===== src/rtl/mem_fill_arbiter.sv =====
// Two-requester block-fill arbiter. The instruction and data caches share one
// main-memory read port. Ties go round-robin, and a memory request that gets no
// data within TIMEOUT wait cycles is reissued.
module mem_fill_arbiter #(
  parameter int TIMEOUT = 15
) (
  input  logic         CLK,
  input  logic         RESET,
  input  logic         i_req,
  input  logic [31:0]  i_addr,
  output logic [255:0] i_fill_data,
  output logic         i_fill_valid,
  input  logic         d_req,
  input  logic [31:0]  d_addr,
  output logic [255:0] d_fill_data,
  output logic         d_fill_valid,
  output logic         mem_req,
  output logic [31:0]  mem_addr,
  input  logic         mem_ack,
  input  logic [255:0] mem_data,
  input  logic         mem_valid,
  output logic [1:0]   grant,
  output logic [3:0]   retry_cnt
);

  localparam int CW = (TIMEOUT < 2) ? 1 : $clog2(TIMEOUT);
  localparam logic [CW-1:0] CNT_LAST = CW'(TIMEOUT - 1);

  typedef enum logic [1:0] {S_IDLE, S_REQ, S_WAIT, S_RESP} state_t;

  state_t         state_q, state_d;
  logic [1:0]     grant_q, grant_d;
  logic           mem_req_q, mem_req_d;
  logic [31:0]    mem_addr_q, mem_addr_d;
  logic [255:0]   blk_q, blk_d;
  logic [255:0]   i_fill_data_q, i_fill_data_d;
  logic [255:0]   d_fill_data_q, d_fill_data_d;
  logic           i_fill_valid_q, i_fill_valid_d;
  logic           d_fill_valid_q, d_fill_valid_d;
  logic [3:0]     retry_q, retry_d;
  logic [CW-1:0]  wait_cnt_q, wait_cnt_d;
  logic           last_d_q, last_d_d;   // 1 = data side served last

  // Next-state and registered-output logic for the arbitration FSM.
  always_comb begin
    state_d        = state_q;
    grant_d        = grant_q;
    mem_req_d      = mem_req_q;
    mem_addr_d     = mem_addr_q;
    blk_d          = blk_q;
    i_fill_data_d  = i_fill_data_q;
    d_fill_data_d  = d_fill_data_q;
    i_fill_valid_d = 1'b0;
    d_fill_valid_d = 1'b0;
    retry_d        = retry_q;
    wait_cnt_d     = wait_cnt_q;
    last_d_d       = last_d_q;
    case (state_q)
      S_IDLE: begin
        // On a tie, the I side wins only if D was served last.
        if (i_req && (!d_req || last_d_q)) begin
          grant_d    = 2'b01;
          mem_addr_d = {i_addr[31:5], 5'b0};
          mem_req_d  = 1'b1;
          state_d    = S_REQ;
        end else if (d_req) begin
          grant_d    = 2'b10;
          mem_addr_d = {d_addr[31:5], 5'b0};
          mem_req_d  = 1'b1;
          state_d    = S_REQ;
        end
      end
      S_REQ: begin
        if (mem_ack) begin
          mem_req_d  = 1'b0;
          wait_cnt_d = '0;
          state_d    = S_WAIT;
        end
      end
      S_WAIT: begin
        // If data arrives in the timeout cycle, the data is taken and no reissue happens.
        if (mem_valid) begin
          blk_d   = mem_data;
          state_d = S_RESP;
        end else if (wait_cnt_q == CNT_LAST) begin
          wait_cnt_d = '0;
          mem_req_d  = 1'b1;
          if (retry_q != 4'hF) retry_d = retry_q + 4'd1;
          state_d    = S_REQ;
        end else begin
          wait_cnt_d = wait_cnt_q + 1'b1;
        end
      end
      S_RESP: begin
        if (grant_q[0]) begin
          i_fill_valid_d = 1'b1;
          i_fill_data_d  = blk_q;
        end else begin
          d_fill_valid_d = 1'b1;
          d_fill_data_d  = blk_q;
        end
        last_d_d = grant_q[1];
        grant_d  = 2'b00;
        state_d  = S_IDLE;
      end
      default: state_d = S_IDLE;
    endcase
  end

  // State and output registers with synchronous active-low reset.
  always_ff @(posedge CLK) begin
    if (!RESET) begin
      state_q        <= S_IDLE;
      grant_q        <= 2'b00;
      mem_req_q      <= 1'b0;
      mem_addr_q     <= '0;
      blk_q          <= '0;
      i_fill_data_q  <= '0;
      d_fill_data_q  <= '0;
      i_fill_valid_q <= 1'b0;
      d_fill_valid_q <= 1'b0;
      retry_q        <= '0;
      wait_cnt_q     <= '0;
      last_d_q       <= 1'b1;
    end else begin
      state_q        <= state_d;
      grant_q        <= grant_d;
      mem_req_q      <= mem_req_d;
      mem_addr_q     <= mem_addr_d;
      blk_q          <= blk_d;
      i_fill_data_q  <= i_fill_data_d;
      d_fill_data_q  <= d_fill_data_d;
      i_fill_valid_q <= i_fill_valid_d;
      d_fill_valid_q <= d_fill_valid_d;
      retry_q        <= retry_d;
      wait_cnt_q     <= wait_cnt_d;
      last_d_q       <= last_d_d;
    end
  end

  assign grant        = grant_q;
  assign mem_req      = mem_req_q;
  assign mem_addr     = mem_addr_q;
  assign i_fill_data  = i_fill_data_q;
  assign d_fill_data  = d_fill_data_q;
  assign i_fill_valid = i_fill_valid_q;
  assign d_fill_valid = d_fill_valid_q;
  assign retry_cnt    = retry_q;

endmodule


===== config.mk =====
export PLATFORM = sky130hd
export DESIGN_NAME = mem_fill_arbiter
export DESIGN_NICKNAME = d
export VERILOG_FILES = /design/src/rtl/mem_fill_arbiter.sv
export SDC_FILE = /design/constraint.sdc
export NUM_CORES = 2
export LEC_CHECK = 0
export ABC_AREA = 1
export CAP_MARGIN = 40
export CORE_AREA = 10 10 331 333
export DETAILED_ROUTE_END_ITERATION = 6
export DIE_AREA = 0 0 341 343
export HOLD_SLACK_MARGIN = 0.05
export SLEW_MARGIN = 5
export SYNTH_ARGS = -nofsm -noshare
export SYNTH_HDL_FRONTEND = slang
export SYNTH_SLANG_ARGS = --single-unit

===== constraint.sdc =====
create_clock -name CLK -period 2.3 [get_ports CLK]
set_input_delay 0.46 -clock CLK [delete_from_list [all_inputs] [get_ports CLK]]
set_output_delay 0.46 -clock CLK [all_outputs]
set_load 0.005 [all_outputs]

[After elaboration in Yosys (flattened, before gate mapping)]
Cells that the tools add are included.
Word-level totals
  latch bits: 0
  output and inout bits: 553
  logic and storage cells: 67
  ROM bits: 0
  memories: 0
  input bits: 326
  RAM bits: 0
  bits in registers: 816
Operators by class
  mux-type cells: 23
  magnitude comparators: 0
  reduce and logical (&&, ||, !) cells: 18
  multipliers: 0
  equal/unequal tests: 10
  bitwise gates (word level): 2
  divide/modulo/power cells: 0
  shift operators: 0
  $add $sub $neg: 2
Operator list (count)
  2-to-1 mux 32 bit: 2
  2-to-1 mux 2 bit: 7
  2-to-1 mux 4 bit: 3
  AND reduction 2 bit: 6
  adder 4 x 1 -> 4 bit, second input constant: 2
  one-hot mux 2 bit (4 select lines): 1
  one-hot mux 4 bit (2 select lines): 1
  2-to-1 mux 1 bit: 7
  != test 2 bit, second input constant: 3
  != test 3 bit, second input constant: 2
  AND reduction 3 bit: 2
  nonzero test 2 bit: 3
  AND reduction 5 bit: 1
  == test 2 bit, second input constant: 2
  == test 4 bit, second input constant: 1
  != test 4 bit, second input constant: 1
  one-hot mux 2 bit (2 select lines): 1
  AND reduction 4 bit: 1
  one-hot mux 1 bit (3 select lines): 1
  nonzero test 3 bit: 1
  == test 2 x 1 -> 1 bit, second input constant: 1
  logical NOT 2 bit: 1
  NOT 1 bit: 2
  logical AND 1 bit: 1
  other kinds (2): 2

[Depth between registers and ports, before layout]
  depth in word-level cells: 5
  gate-level depth with buffers: 10
  depth with buffers taken out: 9

[Least setup slack after synthesis]
No wires, ideal clock.
  path type: input -> register
  from: in RESET
  to: reg blk_q[155]
  path slack: 0.849 ns
  stages on the path: 5
  data required time: 2.168 ns
  arrival time: 1.319 ns
  cells stage by stage: buf_2 inv_2 buf_1 clkbuf_1 a21oi_1
RTL lines
  start: declaration: RTL line 8  | input logic RESET,
  end signal: assignment: RTL line 130  | blk_q <= blk_d;
  end: declaration: RTL line 35  | logic [255:0] blk_q, blk_d;
No word-level cell between the ends.

[Worst setup path after layout]
  from: reg i_fill_data_q[6], in the netlist i_fill_data[6]
  to: out i_fill_data[6]
RTL lines
  start: declaration: RTL line 36  | logic [255:0] i_fill_data_q, i_fill_data_d;
  start signal: assignment: RTL line 131  | i_fill_data_q <= i_fill_data_d;
  end: declaration: RTL line 11  | output logic [255:0] i_fill_data,
No word-level cell between the ends.

==> flow_summary_export.csv <==
group,metric,value,unit
cts,clk_pin_slew,60,ps
drt,routedLengthMet1,49600,um
cts,clockRootBuffer,"clkbuf_16",
power_and_ir_drop,p_per_area,773,mW/mm2
cts,htree_levels,3,
min_path,min_from,"mem_valid",
logic_synthesis,syn_area_per_cell,7.91,um2
drt,drc,0,
setup_path,crit_chain,"clkdlybuf4s50_1",
finish,num-fill-cells,10424,
logic_synthesis,synth-seq-area-share,55.7,%
setup_path,crit_fanout,2,
drt,met3_length,11000,um
logic_synthesis,ys_warn_count,0,
setup_path,critPathMaxStageDelay,570,ps
placed_design,dp_slack,364,ps
setup_path,r2r_cells,7,
setup_path,slowest_stage,"clkdlybuf4s50_1",
placed_design,dpl.hpwl,87300,um
finish,final_common_cell,"clkdlybuf4s50_1",
finish,final_area,0.0424,mm2
logic_synthesis,syn_inst,3682,
grt,grt_first_pass_wirelength,182000,um
placed_design,place.port_buffers,863,
floorplanning,initial_utilization,28.3,%
drt,highest_layer,"met5",
floorplanning,fp.dieArea,0.117,mm2
logic_synthesis,synth_cell_types,26,
floorplanning,die_w,341,um
sta,skew,24.5,ps
grt,grt-ovfl-total,0,
drt,via_per_inst,4.81,
grt,grt_use_total,20.1,%
setup_path,path_class,"flop to output port",
drt,vias,28340,
sta,fin_crit,2200,ps
floorplanning,die_y,343,um
run,drv_cap,0,
cts,clock-sinks,811,
setup_path,worstPathArrival,1740,ps
power_and_ir_drop,p_leak,15.7,nW
finish,nNetsFinal,4756,
setup_path,r2r-start,"grant[0]$_SDFFE_PN0P_",
finish,layout_common_cells,"clkdlybuf4s50_1 (857), dfxtp_1 (810), a21oi_1 (570)",
sta,fmax,454,MHz
setup_path,path_buf_inv,1,
drt,first_pass_iters,5,
placed_design,placed_area,0.0394,mm2
floorplanning,core_area,0.103,mm2
setup_path,r2r_slack,350,ps
grt,first_global_vias,27281,
cts,cts.path.max_buffers,3,
floorplanning,ios,879,
drt,wl_met2,59700,um
finish,drive_gt1_share,5.74,%
setup_path,critPathTopFamily,"buffers and inverters",
min_path,hold_path_end,"blk_q[17]$_SDFFE_PN0P_",
sta,max_slew_margin,56.7,%
cts,numCtsBuffers,89,
grt,grt_max_degree,150,
finish,area_growth,45.5,%
sta,finalHoldViolCount,0,
sta,setup_ws,99.0,ps
sta,fin_tns_setup,0,ps
cts,cts_tree,"built",
setup_path,required,1840,ps
drt,initialDrtViolationCount,1921,
finish,final_core_util,41.2,%
sta,final_max_slew_viol_count,0,
sta,setup_viol,0,
setup_path,critPathCaptureType,"output port",
sta,tightest_slew,650,ps
min_path,hold_depth,3,
grt,antenna_found_initial,20,
min_path,hp-class,"input port to flop",
setup_path,r2r-end,"d_fill_data[16]$_SDFFE_PN0P_",
drt,detail_route.wl_per_cell,21.2,um
run_status,status,"finished clean",
drt,routed_wl,125000,um
floorplanning,rows,118,
placed_design,gp_congestion,0.863,
logic_synthesis,syn-cell-area,0.0291,mm2
sta,fin_crit_sh,95.7,%
cts,clock_latency,660,ps
logic_synthesis,ys_seq_elements,811,
drt,ant_nets,0,
sta,grt_setup_unrepaired,"no",
setup_path,cp-start-kind,"flop",
power_and_ir_drop,vdd_drop_max,0.582,mV
-- layout make-up --
cell class	count	area, um2	share of cell area (%)
clock buffers	142	2690	6.34
multi-input cells	2427	11000	25.9
well taps	1380	1730	4.07
flip-flops and latches	811	16200	38.3
inverters	122	480	1.13
clock inverters	15	209	0.493
diodes	13	32.5	0.0767
repair buffers	976	10000	23.6
-- timing repair --
item / 4_1_cts / 5_1_grt
buffers inserted: 1 / 0
endpoints found under the setup margin: 3 / 2
resized for setup: 2 / 2
hold buffers: 0 / 0
-- metal layers --
metal  up-vias  GRT usage, %
met3       206          6.70
met5         -             0
met4        12          7.45
met2       951          33.7
met1     13485          23.7
li1      13686             -
-- worst max path at each step --
stage                     cells after the start                   startpoint                            end
final                                         1  i_fill_data[6]$_SDFFE_PN0P_                 i_fill_data[6]
after global routing                          1    retry_cnt[1]$_SDFFE_PN0P_                   retry_cnt[1]
after CTS                                     1    retry_cnt[2]$_SDFFE_PN0P_                   retry_cnt[2]
after detailed placement                      6      state_q[1]$_SDFFE_PN0P_  i_fill_data[219]$_SDFFE_PN0P_
after global placement                        8                      mem_ack     wait_cnt_q[1]$_SDFFE_PN0P_
after floorplan                               5                        RESET        blk_q[155]$_SDFFE_PN0P_
-- logic make-up after synthesis --
family	after synthesis	share of synthesized area, %
and+or+nand+nor	1478	21.2
AOI/OAI and AO/OA	938	16.1
DFF	811	55.7
buffers and inverters	448	6.70
xor gates and xnor gates	3	0.0902
adders and majority gates	3	0.129
other	1	0.0129
-- synth_stat cells, drive strengths merged --
cell	number	area [um2]
a21oi	570	2850
nor2	481	1820
nand2	518	1950
xnor2	1	8.76
buf	165	890
inv	122	458
nand3	475	2380
xor2	2	17.5
clkbuf	161	604
dfxtp	811	16200
ha	3	37.5
nand4	3	18.8
conb	1	3.75
o21ai	367	1840
a211oi	1	7.51
or2	1	6.26
-- flip-flops by register name, indices dropped and copies added (netlist names), 2 cells and up --
register,cells
blk_q,256
state_q,2
retry_cnt,4
mem_addr,27
d_fill_data,256
i_fill_data,256
wait_cnt_q,4
grant,2
-- power breakdown --
part	internal (mW)	leakage [nW]	switching [mW]	total, mW
sequential	14.6	6.56	0.340	14.9
combinational	1.59	7.75	1.98	3.58
clock	8.35	1.42	5.93	14.3
-- metrics by stage --
step | hold slack, ps | total power [mW] | cells
3_3_place_gp | 444 | 18.8 | 5715
2_1_floorplan | 442 | 16.6 | 3686
6_report | 147 | 32.7 | 5886
5_1_grt | 133 | 34.0 | 5885
4_1_cts | 101 | 33.1 | 5873
3_5_place_dp | 447 | 18.8 | 5715
(Power assumes the default switching activity.)
